**config.mk**
```make
export PLATFORM = sky130hd
export DESIGN_NAME = spad_stream_reader
export DESIGN_NICKNAME = d
export VERILOG_FILES = /design/src/rtl/spad_pkg.sv /design/src/rtl/spad_skid_fifo.sv /design/src/rtl/spad_stream_reader.sv
export SDC_FILE = /design/constraint.sdc
export NUM_CORES = 1
export LEC_CHECK = 0
export CORE_MARGIN = 3
export CORE_UTILIZATION = 59
export CTS_BUF_LIST = sky130_fd_sc_hd__clkbuf_2 sky130_fd_sc_hd__clkbuf_4 sky130_fd_sc_hd__clkbuf_8
export CTS_CLUSTER_DIAMETER = 50
export CTS_CLUSTER_SIZE = 16
export DETAILED_ROUTE_END_ITERATION = 16
export PLACE_DENSITY = 0.88
export SLEW_MARGIN = 15
export SYNTH_ARGS = -nofsm -noshare
export SYNTH_HDL_FRONTEND = slang
export SYNTH_SLANG_ARGS = --single-unit
```
**constraint.sdc**
```tcl
create_clock -name clk -period 4.7 [get_ports clk]
set_clock_uncertainty 0.15 [all_clocks]
set_input_delay 0.47 -clock clk [delete_from_list [all_inputs] [get_ports clk]]
set_output_delay 0.47 -clock clk [all_outputs]
set_load 0.02 [all_outputs]
```
**src/rtl/spad_pkg.sv**
```systemverilog
// Shared types and constants for the scratchpad stream reader.
package spad_pkg;

   typedef enum logic [1:0] {IDLE, ISSUE, DRAIN, DONE} state_e;

   localparam int unsigned SKID_DEPTH = 2;
   localparam int unsigned SKID_CNT_BITS = $clog2(SKID_DEPTH + 1);

endpackage

```
**src/rtl/spad_skid_fifo.sv**
```systemverilog
// Two-entry skid FIFO; entry0 is always the head so the output needs no read mux.
module spad_skid_fifo
   import spad_pkg::*;
#(
   parameter int unsigned WIDTH = 17
) (
   input  logic                     clk,
   input  logic                     reset,
   input  logic                     push,
   input  logic                     pop,
   input  logic [WIDTH-1:0]         wdata,
   output logic [WIDTH-1:0]         head,
   output logic [SKID_CNT_BITS-1:0] count
);

   logic [WIDTH-1:0]         entry0_q;
   logic [WIDTH-1:0]         entry1_q;
   logic [SKID_CNT_BITS-1:0] count_q;

   always_ff @(posedge clk) begin
      if (reset) begin
         entry0_q <= '0;
         entry1_q <= '0;
         count_q  <= '0;
      end else if (push && pop) begin
         // Occupancy unchanged; the new word lands behind whatever survives the pop.
         if (count_q == SKID_CNT_BITS'(2)) begin
            entry0_q <= entry1_q;
            entry1_q <= wdata;
         end else begin
            entry0_q <= wdata;
         end
      end else if (pop) begin
         entry0_q <= entry1_q;
         count_q  <= count_q - SKID_CNT_BITS'(1);
      end else if (push) begin
         if (count_q == '0) begin
            entry0_q <= wdata;
         end else begin
            entry1_q <= wdata;
         end
         count_q <= count_q + SKID_CNT_BITS'(1);
      end
   end

   assign head  = entry0_q;
   assign count = count_q;

endmodule

```
**src/rtl/spad_stream_reader.sv**
```systemverilog
// Strided scratchpad read sequencer feeding a valid/ready stream through a skid FIFO.
module spad_stream_reader
   import spad_pkg::*;
#(
   parameter int unsigned DATA_BITWIDTH = 16,
   parameter int unsigned ADDR_BITWIDTH = 9
) (
   input  logic                     clk,
   input  logic                     reset,
   input  logic                     i_start,
   input  logic [ADDR_BITWIDTH-1:0] i_base_addr,
   input  logic [ADDR_BITWIDTH-1:0] i_stride,
   input  logic [ADDR_BITWIDTH:0]   i_length,
   output logic                     o_busy,
   output logic                     o_done,
   output logic                     o_spad_ren,
   output logic [ADDR_BITWIDTH-1:0] o_spad_raddr,
   input  logic [DATA_BITWIDTH-1:0] i_spad_rdata,
   output logic                     o_valid,
   input  logic                     i_ready,
   output logic [DATA_BITWIDTH-1:0] o_data,
   output logic                     o_last
);

   localparam int unsigned CW = ADDR_BITWIDTH + 1;

   state_e                   state_q;
   logic [ADDR_BITWIDTH-1:0] addr_q;
   logic [ADDR_BITWIDTH-1:0] stride_q;
   logic [ADDR_BITWIDTH-1:0] raddr_q;
   logic [CW-1:0]            length_q;
   logic [CW-1:0]            issue_cnt_q;
   logic                     inflight_q;
   logic                     inflight_last_q;
   logic                     busy_q;
   logic                     done_q;

   logic [SKID_CNT_BITS-1:0] fifo_count;
   logic [DATA_BITWIDTH:0]   fifo_head;
   logic                     pop;
   logic                     ren;
   logic                     last_issue;

   assign o_valid = (fifo_count != '0);
   assign pop     = o_valid && i_ready;
   assign o_data  = fifo_head[DATA_BITWIDTH-1:0];
   assign o_last  = fifo_head[DATA_BITWIDTH];

   // The in-flight word already owns a FIFO slot; a pop this cycle frees one.
   assign ren = (state_q == ISSUE) &&
                ({1'b0, fifo_count} + {2'b00, inflight_q} <
                 3'(SKID_DEPTH) + {2'b00, pop});

   assign last_issue   = (issue_cnt_q == length_q - CW'(1));
   assign o_spad_ren   = ren;
   assign o_spad_raddr = ren ? addr_q : raddr_q;
   assign o_busy       = busy_q;
   assign o_done       = done_q;

   always_ff @(posedge clk) begin
      if (reset) begin
         state_q         <= IDLE;
         addr_q          <= '0;
         stride_q        <= '0;
         raddr_q         <= '0;
         length_q        <= '0;
         issue_cnt_q     <= '0;
         inflight_q      <= 1'b0;
         inflight_last_q <= 1'b0;
         busy_q          <= 1'b0;
         done_q          <= 1'b0;
      end else begin
         inflight_q      <= ren;
         inflight_last_q <= ren && last_issue;
         unique case (state_q)
            IDLE: begin
               if (i_start) begin
                  addr_q      <= i_base_addr;
                  stride_q    <= i_stride;
                  length_q    <= i_length;
                  issue_cnt_q <= '0;
                  if (i_length != '0) begin
                     state_q <= ISSUE;
                     busy_q  <= 1'b1;
                  end else begin
                     state_q <= DONE;
                     done_q  <= 1'b1;
                  end
               end
            end
            ISSUE: begin
               if (ren) begin
                  raddr_q     <= addr_q;
                  addr_q      <= addr_q + stride_q;
                  issue_cnt_q <= issue_cnt_q + CW'(1);
                  if (last_issue) begin
                     state_q <= DRAIN;
                  end
               end
            end
            DRAIN: begin
               if (pop && o_last) begin
                  state_q <= DONE;
                  busy_q  <= 1'b0;
                  done_q  <= 1'b1;
               end
            end
            DONE: begin
               state_q <= IDLE;
               done_q  <= 1'b0;
            end
            default: state_q <= IDLE;
         endcase
      end
   end

   spad_skid_fifo #(
      .WIDTH(DATA_BITWIDTH + 1)
   ) u_fifo (
      .clk  (clk),
      .reset(reset),
      .push (inflight_q),
      .pop  (pop),
      .wdata({inflight_last_q, i_spad_rdata}),
      .head (fifo_head),
      .count(fifo_count)
   );

endmodule

```
==> summary.txt, run 1 <==
Cells and area
  – Layout cells sized above 1: 6.78%
  – Layout fillers: 494
  – Layout Nets: 653
  – Register area: 1780 µm²
  – Antenna diodes: 0
  – Synth-to-Final Area Change: 22.7%
  – Area of the multi-input gates: 2530 µm²

Synth
  – Post-synth top area cell: dfxtp_1
  – Top cells by area, synth: dfxtp_1, mux2i_1, nor2_1
  – Syn avg cell area: 8.67 µm²
  – Mapped Nets: 588
  – Area fraction of the dominant cell type after synthesis: 39.5%
  – Seq/Total Area, Yosys: 39.5%
  – Post-Syn Area: 4510 µm²
  – Cells after Synth: 520
  – Ys flop type: dfxtp_1
  – Syn. warnings: 0
  – EDFF count, synth: 0
  – Yosys reg bits: 89
  – Asr flop ratio synth: 0%
  – Synth unique cells: 55

Global routing
  – All-Layer GR Usage: 24.5%
  – First-pass GRT wire length: 17.4 mm
  – Largest net degree at the start of global routing: 71
  – Vias in the first global route: 3884
  – Initial antenna violation count: 0
  – Grt ovf: 0

Worst setup path
  – WP data required: 4080 ps
  – Crit path DAT: 3290 ps
  – WS Path Type: reg2out
  – Maximum fanout along the worst path: 13
  – Startpoint Class: register
  – CP Capture Type: output pin
  – Worst r2r path cells: 9

Timing
  – Final setup violating endpoints: 0
  – Period utilization: 83.3%
  – Worst Max-Slew Pin Slew: 902 ps
  – Final min period: 3910 ps
  – Max Freq: 0.255 GHz
  – Fin worst setup slack: 786 ps
  – Final Max Tran Viols: 0
  – RSZ-0062 raised after global routing: false
  – Hold violation count in the final report: 0
  – Relative slew slack: 39.9%
  – Setup TNS: 0 ps

Place
  – IO buf count: 77
  – Hpwl dp: 7.32 mm
  – GPL Wtd Cong: 0.831
  – Post-Place Worst Slack: 846 ps

Route
  – Vias: 3901
  – DRT antenna net count: 0
  – Routed wire length: 10.4 mm
  – DR pass1 iterations: 6
  – Drt drc: 0
  – Wirelength per Cell: 15.1 µm
  – Vias per cell: 5.66
  – Iteration-0 DRC Markers: 338

Clocking
  – Clock Sink Count: 89
  – Clock Pin Slew Worst Setup and Hold Paths: 80 ps
  – Num CTS Buffers: 9
  – Clock tree buffer depth: 2
  – Worst-Skew Late Latency: 350 ps
  – TritonCTS clock tree: built
  – H-tree levels: 3
  – Cts-stage hold buffer count: 0
  – Post-CTS Setup Inserts: 0
  – Root Driver: clkbuf_8
  – Cts repair resizes: 0

Floorplanning
  – Starting Density: 61.5%
  – DIE WIDTH: 93.4 µm
  – Die Span Y: 93.4 µm
  – I/O pins: 78
  – Core ar.: 7330 µm²
  – Site row count: 31
  – Die area: 8730 µm²

Pwr
  – Power Density: 528 nW/µm²
  – VDD IR max: 0.291 mV
  – LEAKAGE: 2.06 nW

Run status
  – Status: complete, no violations

Hold path
  – HP Class: reg2reg
  – Depth of the worst hold-timing path: 2

Job
  – Max cap viols: 0
routing by layer:
metal | up-vias | wire length, µm | track usage, % | part of all wire [%]
met5 | - | 0 | 0 | 0
met4 | 0 | 88 | 5.98 | 0.85
met3 | 7 | 448 | 5.95 | 4.3
met2 | 96 | 5340 | 42.9 | 51
met1 | 1863 | 4510 | 30.2 | 43
li1 | 1935 | - | - | -
cells in the mapped netlist, types with 4 or more instances:
master	n
inv_1	23
xnor2_1	16
ha_1	19
nand2_1	58
nand3_1	6
a21oi_1	35
o21ai_0	20
nor4_1	5
xor2_1	8
mux2i_1	43
dfxtp_1	89
nor2b_1	6
and2_1	12
a31oi_1	4
nor2_1	65
a211oi_1	25
clkbuf_1	15
nor3_1	6
buf_1	4
buf_2	6
mux2_2	8
layout by cell type, fill, tap and decap left out, drive strengths merged, types with 3 or more instances in the layout:
cell / Yosys / layout
nand2b: 3 / 3
a21oi: 36 / 36
a2111oi: 3 / 3
mux2: 8 / 8
buf: 12 / 6
ha: 19 / 19
or3: 3 / 3
clkdlybuf4s50: 0 / 76
nor4: 6 / 6
clkinv: 0 / 3
dfxtp: 89 / 89
and2: 12 / 12
or4: 4 / 4
a211oi: 25 / 25
nand3: 6 / 6
xor2: 8 / 8
clkbuf: 16 / 10
o21ai: 23 / 23
nor3: 7 / 7
nand2: 58 / 58
xnor2: 16 / 16
mux2i: 43 / 43
nor2b: 6 / 6
a31oi: 4 / 4
inv: 23 / 23
nor2: 65 / 65
through the flow:
stage                     cell area [µm²]  hold WS (ps)  utilization [%]  cells  total power, W
after floorplan                      4510           290                -    520         0.00195
after global placement               5330           298             72.7    673         0.00232
after detailed placement             5330           305             72.7    673         0.00238
after CTS                            5530           317             75.5    689         0.00292
after global routing                 5530           339             75.5    689         0.00311
final                                5530           315             75.5    689         0.00292
report_power, final:
group          leakage (nW)  internal [W]  switching, W
Sequential            0.726      0.000920      0.000130
Combinational          1.24      0.000594      0.000744
Clock                0.0985      0.000261      0.000274
cells by family after synthesis:
family | Yosys count | synth area share (%)
AOI/OAI and AO/OA | 106 | 15.0
xor gates and xnor gates | 24 | 4.66
adders and majority gates | 20 | 5.72
buffers and inverters | 51 | 4.97
DFF | 89 | 39.5
muxes | 51 | 11.5
and+or+nand+nor | 179 | 18.5
area by class of cell:
type	count	share of cell area (%)
multi-input cells	380	45.8
flip-flops and latches	89	32.2
repair buffers	82	14.5
clock buffers	10	2.49
well taps	99	2.24
inverters	23	1.56
clock inverters	6	1.22
worst max-delay path, cell delays in order (launching register included):
cell             delay [ps]
dfxtp_1                 580
ha_1                    310
or2_2                   310
a21oi_2                 310
nand2_1                 410
o21ai_0                 380
clkdlybuf4s50_1         650
registers in the layout, indices dropped and copies added (netlist names):
name	cells
length_q	10
u_fifo.head	17
issue_cnt_q	10
state_q	2
addr_q	9
raddr_q	9
stride_q	9
o_busy	1
o_done	1
inflight_q	1
u_fifo.count	2
inflight_last_q	1
u_fifo.entry1_q	17
final timing paths:
path	startpoint	endpoint	slack, ps
max	u_fifo.count[0]	o_spad_raddr[1]	790
min	stride_q[6]	stride_q[6]	320
max reg2reg	state_q[1]	issue_cnt_q[6]	1630
min reg2reg	stride_q[6]	stride_q[6]	320
(Power assumes the default switching activity.)
==> run 2: changes to the inputs <==
--- a/config.mk
+++ b/config.mk
@@ -6,12 +6,12 @@
 export NUM_CORES = 1
 export LEC_CHECK = 0
 export CORE_MARGIN = 3
-export CORE_UTILIZATION = 59
+export CORE_UTILIZATION = 55
 export CTS_BUF_LIST = sky130_fd_sc_hd__clkbuf_2 sky130_fd_sc_hd__clkbuf_4 sky130_fd_sc_hd__clkbuf_8
 export CTS_CLUSTER_DIAMETER = 50
 export CTS_CLUSTER_SIZE = 16
 export DETAILED_ROUTE_END_ITERATION = 16
-export PLACE_DENSITY = 0.88
+export PLACE_DENSITY = 0.83
 export SLEW_MARGIN = 15
 export SYNTH_ARGS = -nofsm -noshare
 export SYNTH_HDL_FRONTEND = slang
==> constraint.sdc (replaced) <==
create_clock -name clk -period 3.99 [get_ports clk]
set_clock_uncertainty 0.15 [all_clocks]
set_input_delay 0.399 -clock clk [delete_from_list [all_inputs] [get_ports clk]]
set_output_delay 0.399 -clock clk [all_outputs]
set_load 0.02 [all_outputs]
==> summary.txt, run 2 (same netlist as run 1, synthesis figures left out) <==
Route
  – Routed wire length: 10.4 mm (+0.34%)
  – Wirelength per Cell: 15.0 µm (-0.24%)
  – Iteration-0 DRC Markers: 261 (-23%)
  – Drt drc: 0 (unchanged)
  – Vias: 3875 (-0.67%)
  – Vias per cell: 5.59 (-1.2%)
  – DRT antenna net count: 0 (unchanged)
  – DR pass1 iterations: 5 (-1)

Pwr
  – Seq pwr share: 34.7% (-1.2 points)
  – Clk network pwr share: 21.2% (+2.9 points)
  – P_int: 0.00221 W (+24%)
  – Sw power: 0.00136 W (+19%)
  – VDD IR max: 0.338 mV (+16%)
  – Power Density: 639 nW/µm² (+21%)
  – Sw Share: 38.1% (-1.1 points)
  – LEAKAGE: 2.09 nW (+1.3%)
  – Power share of the combinational group: 44.2% (-1.6 points)

Clocking
  – Num CTS Buffers: 9 (unchanged)
  – Clock Sink Count: 89 (unchanged)
  – Root Driver: clkbuf_8
  – Clock Pin Slew Worst Setup and Hold Paths: 80 ps (about the same)
  – Worst-Skew Late Latency: 370 ps (+20 ps)
  – Post-CTS Setup Inserts: 0 (unchanged)
  – H-tree levels: 3 (unchanged)
  – TritonCTS clock tree: built
  – Clock tree buffer depth: 2 (unchanged)

Timing
  – Period utilization: 90.8%
  – Worst hold margin: 320 ps (+5.22 ps)
  – Setup TNS: 0 ps (unchanged)
  – Hold violation count in the final report: 0 (unchanged)
  – Final Max Tran Viols: 0 (unchanged)
  – Relative slew slack: 46.9% (+7.0 points)
  – Final min period: 3620 ps
  – RSZ-0062 raised after global routing: false
  – Final setup violating endpoints: 0 (unchanged)
  – Worst Max-Slew Pin Slew: 794 ps (-107 ps)
  – Max Freq: 0.276 GHz

Floorplanning
  – Die area: 9320 µm² (+6.8%)
  – Core ar.: 7850 µm² (+7.0%)
  – Starting Density: 57.4% (-4.0 points)
  – Site row count: 32 (+3.2%)
  – I/O pins: 78 (unchanged)
  – Die Span Y: 96.5 µm (+3.3%)
  – DIE WIDTH: 96.5 µm (+3.3%)

Place
  – GPL Wtd Cong: 0.834 (+0.43%)
  – IO buf count: 77 (unchanged)
  – Hpwl dp: 7.23 mm (-1.3%)

Worst setup path
  – Startpoint Class: register
  – WS Path Type: reg2out
  – WP data required: 3440 ps (-640 ps)
  – Crit path DAT: 3080 ps (-210 ps)
  – CP max-delay cell: clkdlybuf4s50_1
  – Crit path max-delay family: simple AND/OR/NAND/NOR gates
  – CP Capture Type: output pin
  – Critical Path Max Stage Delay: 610 ps (-40 ps)
  – Worst path cell trace: ha_1 > or2_2 > a21oi_2 > nand2_2 > mux2_2 > clkdlybuf4s50_1
  – CP bufs+invs: 1 (unchanged)
  – Maximum fanout along the worst path: 13 (unchanged)

Cells and area
  – Synth-to-Final Area Change: 24.0%
  – Antenna diodes: 0 (unchanged)
  – Layout cells sized above 1: 7.11% (+0.33 points)
  – Most frequent cells in the layout: dfxtp_1, clkdlybuf4s50_1, nor2_1
  – Commonest non-fill, non-tap cell in the layout: dfxtp_1
  – Layout fillers: 596 (+21%)
  – Layout Nets: 654 (+0.15%)

Global routing
  – Largest net degree at the start of global routing: 70 (-1.4%)
  – Initial antenna violation count: 0 (unchanged)
  – First-pass GRT wire length: 17.3 mm (-1.1%)
  – Grt ovf: 0 (unchanged)
  – Vias in the first global route: 3830 (-1.4%)
  – All-Layer GR Usage: 23.3% (-1.2 points)

Run status
  – Status: complete, no violations

Job
  – Max cap viols: 0 (unchanged)

Hold path
  – HP Class: reg2reg
[run 2: what timing repair did]
item	in CTS	in global routing
hold buffers	0	0
gates resized for setup	0	1
setup endpoints to repair	0	1
[run 2: worst register-to-register path, cell delays in order (launching register included)]
cell and delay (ps):
dfxtp_1 400, inv_1 100, ha_1 330, nor2b_1 240
a211o_1 240, a31oi_1 140, buf_4 270, nand4_1 240
or3_1 360, a21oi_1 150
[run 2: final cells by class]
| cell class | count | area [µm²] | share of cell area (%) |
|---|---|---|---|
| inverters | 23 | 86.3 | 1.55 |
| flip-flops and latches | 89 | 1780 | 31.9 |
| well taps | 102 | 128 | 2.28 |
| repair buffers | 83 | 811 | 14.5 |
| clock inverters | 7 | 124 | 2.22 |
| clock buffers | 9 | 124 | 2.22 |
| multi-input cells | 380 | 2530 | 45.3 |
[run 2: metal layers]
metal | vias to the layer above | routed length (µm) | track usage [%]
met1 | 1856 | 4520 | 28.3
met4 | 0 | 153 | 8.18
li1 | 1931 | - | -
met2 | 75 | 5370 | 41.6
met3 | 13 | 380 | 4.03
met5 | - | 0 | 0
[run 2: path summary, 6_finish.rpt]
| kind | from | to | slack (ps) | cells past startpoint |
|---|---|---|---|---|
| worst max register to register | state_q[0] | issue_cnt_q[8] | 1290 | 9 |
| worst min-delay path | stride_q[7] | stride_q[7] | 320 | 2 |
| worst min register to register | stride_q[7] | stride_q[7] | 320 | 2 |
| worst max-delay path | u_fifo.count[0] | o_spad_raddr[0] | 370 | 6 |
[run 2: power groups by stage]
stage               Combinational [W]  Clock [W]  Sequential [W]
floorplan                    0.000984          0         0.00131
global placement              0.00150          0         0.00124
detailed placement            0.00155          0         0.00125
CTS                           0.00157   0.000769         0.00124
global route                  0.00174   0.000797         0.00126
finish                        0.00158   0.000756         0.00124
[run 2: stage by stage]
stage          instances  util [%]  setup WS [ps]  power [W]  cell area (µm²)
2_1_floorplan        520         -           1350    0.00229             4510
3_3_place_gp         677      68.0            450    0.00274             5340
3_5_place_dp         677      68.0            300    0.00280             5340
4_1_cts              693      71.2            169    0.00358             5590
5_1_grt              693      71.2            177    0.00380             5590
6_report             693      71.2            366    0.00357             5590
==> patch 1, RTL diff (flow settings as in run 2) <==
Encoding of `state_e`: now one-hot (4 bits for 4 states).
--- a/src/rtl/spad_pkg.sv
+++ b/src/rtl/spad_pkg.sv
@@ -3,3 +3,3 @@
 
-   typedef enum logic [1:0] {IDLE, ISSUE, DRAIN, DONE} state_e;
+   typedef enum logic [3:0] {IDLE = 4'b0001, ISSUE = 4'b0010, DRAIN = 4'b0100, DONE = 4'b1000} state_e;
 
Function: no difference found for any inputs over 4 cycles, from zero or initial values and one cycle with reset high; so few cycles prove little.
==> patch 1 against run 2 <==
Worst setup slack worse by 0.046 ns; critical path type unchanged; synthesized cell count is 3.5% lower; routed wire length is 2.4% lower; cell area is 1.1% lower; area after synthesis is 0.36% higher; largest cell class unchanged; highest routed layer unchanged; final cell count is 3.0% lower; sequential cell count is 2 higher.
Power is not compared: it rests on default switching activity, and its combinational part moved more than twofold at a synthesized area within 25%.
==> patch 1: results (changes against run 2) <==
[outcome]
outcome=finished, final reports clean  ; unchanged

[routing]
first_pass_iters=4  ; was 5
met3_length_um=522  ; was 380 um
avgRoutedWirePerCell_um=15.1  ; was 15.0 um
avgViaCountPerCell=5.57  ; was 5.59
met2WireLength_um=5130  ; was 5370 um
drtIter0Drc=187  ; was 261

[sta]
worst_hold_slack_ns=0.315  ; was 0.320 ns
tightest_slew_ns=1.05  ; was 0.794 ns

[worst_setup_path]
rrSetupSlack_ns=1.20  ; was 1.29 ns
cp_max_fo=11  ; was 13
r2r-end=u_fifo.head[15]  ; was issue_cnt_q[8]
cpMaxStageDelayCell=dfxtp_1  ; was clkdlybuf4s50_1

[global_route]
grt_pass1_wl_um=17200  ; was 17,300 um
gr-usage-met3_pct=4.11  ; was 4.03%
gr-usage-met1_pct=25.9  ; was 28.3%
grt_use_total_pct=21.9  ; was 23.3%
use_met2_pct=39.1  ; was 41.6%
grt_pass1_vias=3738  ; was 3,830

[synthesis]
synth-xor-area-share_pct=5.42  ; was 4.66%
synthCells=502  ; was 520
synthMuxAreaShare_pct=10.2  ; was 11.5%
ys_seq_area_share_pct=40.3  ; was 39.5%
synth_area_leaders=dfxtp_1 40%, mux2i_1 7.7%, nor2_1 5.6%, a211oi_1 4.0%, ha_1 3.9%  ; was dfxtp_1 40%, mux2i_1 9.5%, nor2_1 5.4%, ha_1 5.3%, nand2_1 4.8%
synth_fp_nets=565  ; was 588
synthAdderAreaFrac_pct=4.31  ; was 5.72%

[place]
place_inst=656  ; was 677
dp_hpwl_um=7460  ; was 7230 um
post-place-ws_ns=0.501  ; was 0.300 ns
gp_congestion=0.823  ; was 0.834

[layout]
fillerInstances=619  ; was 596
final_cells=672  ; was 693
drive_gt1_share_pct=8.77  ; was 7.11%

[power]
power.total_uw=2120

[worst_hold_path]
hp-start=stride_q[3]  ; was stride_q[7]

==> patch 1: changes by cell type in the layout (fill, tap and decap cells not counted), moves of 7 or more <==
cell	run 2	this run
and2_1	12	4
nor3_1	6	15
a21oi_1	35	28
nand2_1	57	46
mux2i_1	43	35
inv_1	23	15
nor2b_1	6	14
o21ai_0	20	7
==> patch 1: worst max path at each step <==
stage | startpoint | end | slack, ns | depth (start not counted)
2_1_floorplan | inflight_q | o_spad_raddr[0] | 1.46 | 7
3_3_place_gp | i_ready | o_spad_raddr[2] | 0.57 | 6
3_5_place_dp | i_ready | o_spad_raddr[7] | 0.50 | 6
4_1_cts | u_fifo.count[0] | o_spad_raddr[7] | 0.30 | 6
5_1_grt | u_fifo.count[0] | o_spad_raddr[8] | 0.14 | 6
6_report | u_fifo.count[0] | o_spad_raddr[6] | 0.32 | 6
==> patch 1: worst register-to-register path: cells and delay by family, from the launching register on <==
family	cells	cell delay [ns]
DFF	1	0.58
AOI/OAI and AO/OA	3	0.77
and+or+nand+nor	1	0.13
muxes	1	0.22
buffers and inverters	2	0.46
adders and majority gates	1	0.34
==> patch 1: kinds of logic (layout without fill, tap and decap cells) <==
logic type | count (synthesis) | in the layout
flops | 91 | 91
fa+ha+maj | 15 | 15
compound gates | 89 | 89
xor+xnor | 28 | 28
buf+inv | 45 | 113
mux | 45 | 45
simple gates | 189 | 189
==> patch 1: final cells by class <==
cell class / instances / share of cell area, %
Clock buffer: 10 / 2.49
Inverter: 15 / 1.02
Tap cell: 102 / 2.31
Multi-Input combinational cell: 366 / 45.7
Timing Repair Buffer: 82 / 14.5
Sequential cell: 91 / 33.0
Clock inverter: 6 / 0.996
==> patch 2, RTL diff (config.mk and constraints of run 2) <==
Without the edit above. The parameter `ADDR_BITWIDTH` goes from 9 to 10.
--- a/src/rtl/spad_stream_reader.sv
+++ b/src/rtl/spad_stream_reader.sv
@@ -5,3 +5,3 @@
    parameter int unsigned DATA_BITWIDTH = 16,
-   parameter int unsigned ADDR_BITWIDTH = 9
+   parameter int unsigned ADDR_BITWIDTH = 10
 ) (
Ports: changed (resized i_base_addr, i_length, i_stride and o_spad_raddr); port bits go from 78 to 82. No check against the original RTL was run, so the function may have changed too.
==> patch 2 against run 2 <==
Total power shrank 2.9%; global-route usage grew 0.21 points; count of clock-buffer cells in the layout grew 1; worst setup slack gained 0.19 ns; maximum frequency grew 5.6%; area after synthesis grew 4.9%; critical path type unchanged; hold slack is essentially flat; synthesized cell count grew 5.0%; routed wire length grew 7.0%; cell area grew 4.4%; sequential cell count grew 5; utilization shrank 0.92 points.
==> patch 2: results (changes against run 2) <==
[worst_setup_path]
cpPeakStageDelay_ns=0.57  ; was 0.61 ns
cpMaxStageDelayCell=dfxtp_1  ; was clkdlybuf4s50_1
timing.rr.start=length_q[0]  ; was state_q[0]
cp_max_fo=11  ; was 13
r2r-end=state_q[1]  ; was issue_cnt_q[8]
crit_arrival_ns=2.88  ; was 3.08 ns
cp_top_family=buffers and inverters  ; was simple AND/OR/NAND/NOR gates
rrSetupSlack_ns=0.82  ; was 1.29 ns

[worst_hold_path]
min_path_cells=2  ; unchanged
hp-start=stride_q[3]  ; was stride_q[7]
holdPathEnd=stride_q[3]  ; was stride_q[7]

[synthesis]
netlist-cell-type-count=59  ; was 55
synthTopCellsByCount=94 x dfxtp_1, 71 x nor2_1, 60 x nand2_1, 45 x mux2i_1, 35 x a21oi_1  ; was 89 x dfxtp_1, 65 x nor2_1, 58 x nand2_1, 43 x mux2i_1, 35 x a21oi_1
ys_seq_area_share_pct=39.8  ; was 39.5%
synth_area_leaders=dfxtp_1 40%, mux2i_1 9.5%, nor2_1 5.6%, ha_1 5.0%, nand2_1 4.8%  ; was dfxtp_1 40%, mux2i_1 9.5%, nor2_1 5.4%, ha_1 5.3%, nand2_1 4.8%
synth_fp_nets=617  ; was 588

[layout]
nets=686  ; was 654
drive_gt1_share_pct=7.10  ; was 7.11%
fillerInstances=668  ; was 596

[global_route]
grt_max_degree=65  ; was 70
grt_pass1_wl_um=19000  ; was 17,300 um
overflow=0  ; unchanged
grt_use_total_pct=23.6  ; was 23.3%

[clocking]
cts_buffer_depth=2  ; unchanged

[outcome]
outcome=finished, final reports clean  ; unchanged

[place]
gp_congestion=0.892  ; was 0.834
dp_hpwl_um=8220  ; was 7230 um
port_buffers=81  ; was 77
post-place-ws_ns=0.734  ; was 0.300 ns

[sta]
tightest_slew_ns=1.14  ; was 0.794 ns

[power]
irDropWorstVdd_mv=0.308  ; was 0.338 mV
leakage_uw=0.00215  ; was 0.00209 uW

[routing]
drtIter0Drc=188  ; was 261
route.vias.total=4071  ; was 3,875
finalWirelength_um=11200  ; was 10,400 um

==> patch 2: worst max path at each step <==
stage,from,endpoint,slack (ns),cells after the start
floorplan,length_q[0],state_q[1],1.14,9
global placement,i_ready,o_spad_raddr[7],0.83,7
detailed placement,i_ready,o_spad_raddr[7],0.73,7
CTS,u_fifo.count[0],o_spad_raddr[7],0.55,7
global route,u_fifo.count[0],o_spad_raddr[7],0.39,7
finish,u_fifo.count[0],o_spad_raddr[7],0.56,7
==> patch 2: cells by family after synthesis <==
family | count (synthesis) | synth area share (%)
compound gates | 113 | 16.0
xor+xnor | 27 | 5.00
fa+ha+maj | 20 | 5.45
buf+inv | 50 | 4.02
flops | 94 | 39.8
mux | 53 | 11.5
simple gates | 189 | 18.3
==> patch 2: worst register-to-register path: stages, from the launching register on <==
cell       delay [ns]
dfxtp_1          0.38
inv_1            0.08
ha_1             0.20
or3b_2           0.53
or3_1            0.41
a2111oi_2        0.38
o311ai_1         0.23
o41ai_2          0.25
nand2_1          0.14
mux2_4           0.31
==> patch 2: power breakdown <==
group / leakage [uW] / total [uW] / switching [uW] / internal, uW
Clock: 0.000101 / 651 / 349 / 302
Combinational: 0.00129 / 1560 / 865 / 693
Sequential: 0.000767 / 1260 / 136 / 1120
==> patch 2: cell type report <==
| cell class | instances | share of cell area (%) |
|---|---|---|
| Multi-Input combinational cell | 402 | 46.1 |
| Tap cell | 105 | 2.25 |
| Inverter | 20 | 1.29 |
| Timing Repair Buffer | 88 | 14.7 |
| Sequential cell | 94 | 32.3 |
| Clock inverter | 6 | 1.18 |
| Clock buffer | 10 | 2.25 |
==> patch 2: stage by stage <==
step	std cells	hold WS (ns)	cell area, sq um
floorplan	546	0.290	4730
global placement	709	0.299	5630
detailed placement	709	0.306	5630
CTS	725	0.319	5830
global route	725	0.341	5830
finish	725	0.321	5830
==> patch 2: layer usage <==
layer	global-route usage (%)	share of wire, %
met5	0	0
met4	5.04	0.83
met2	40.0	49
met3	6.23	6.2
met1	30.2	44
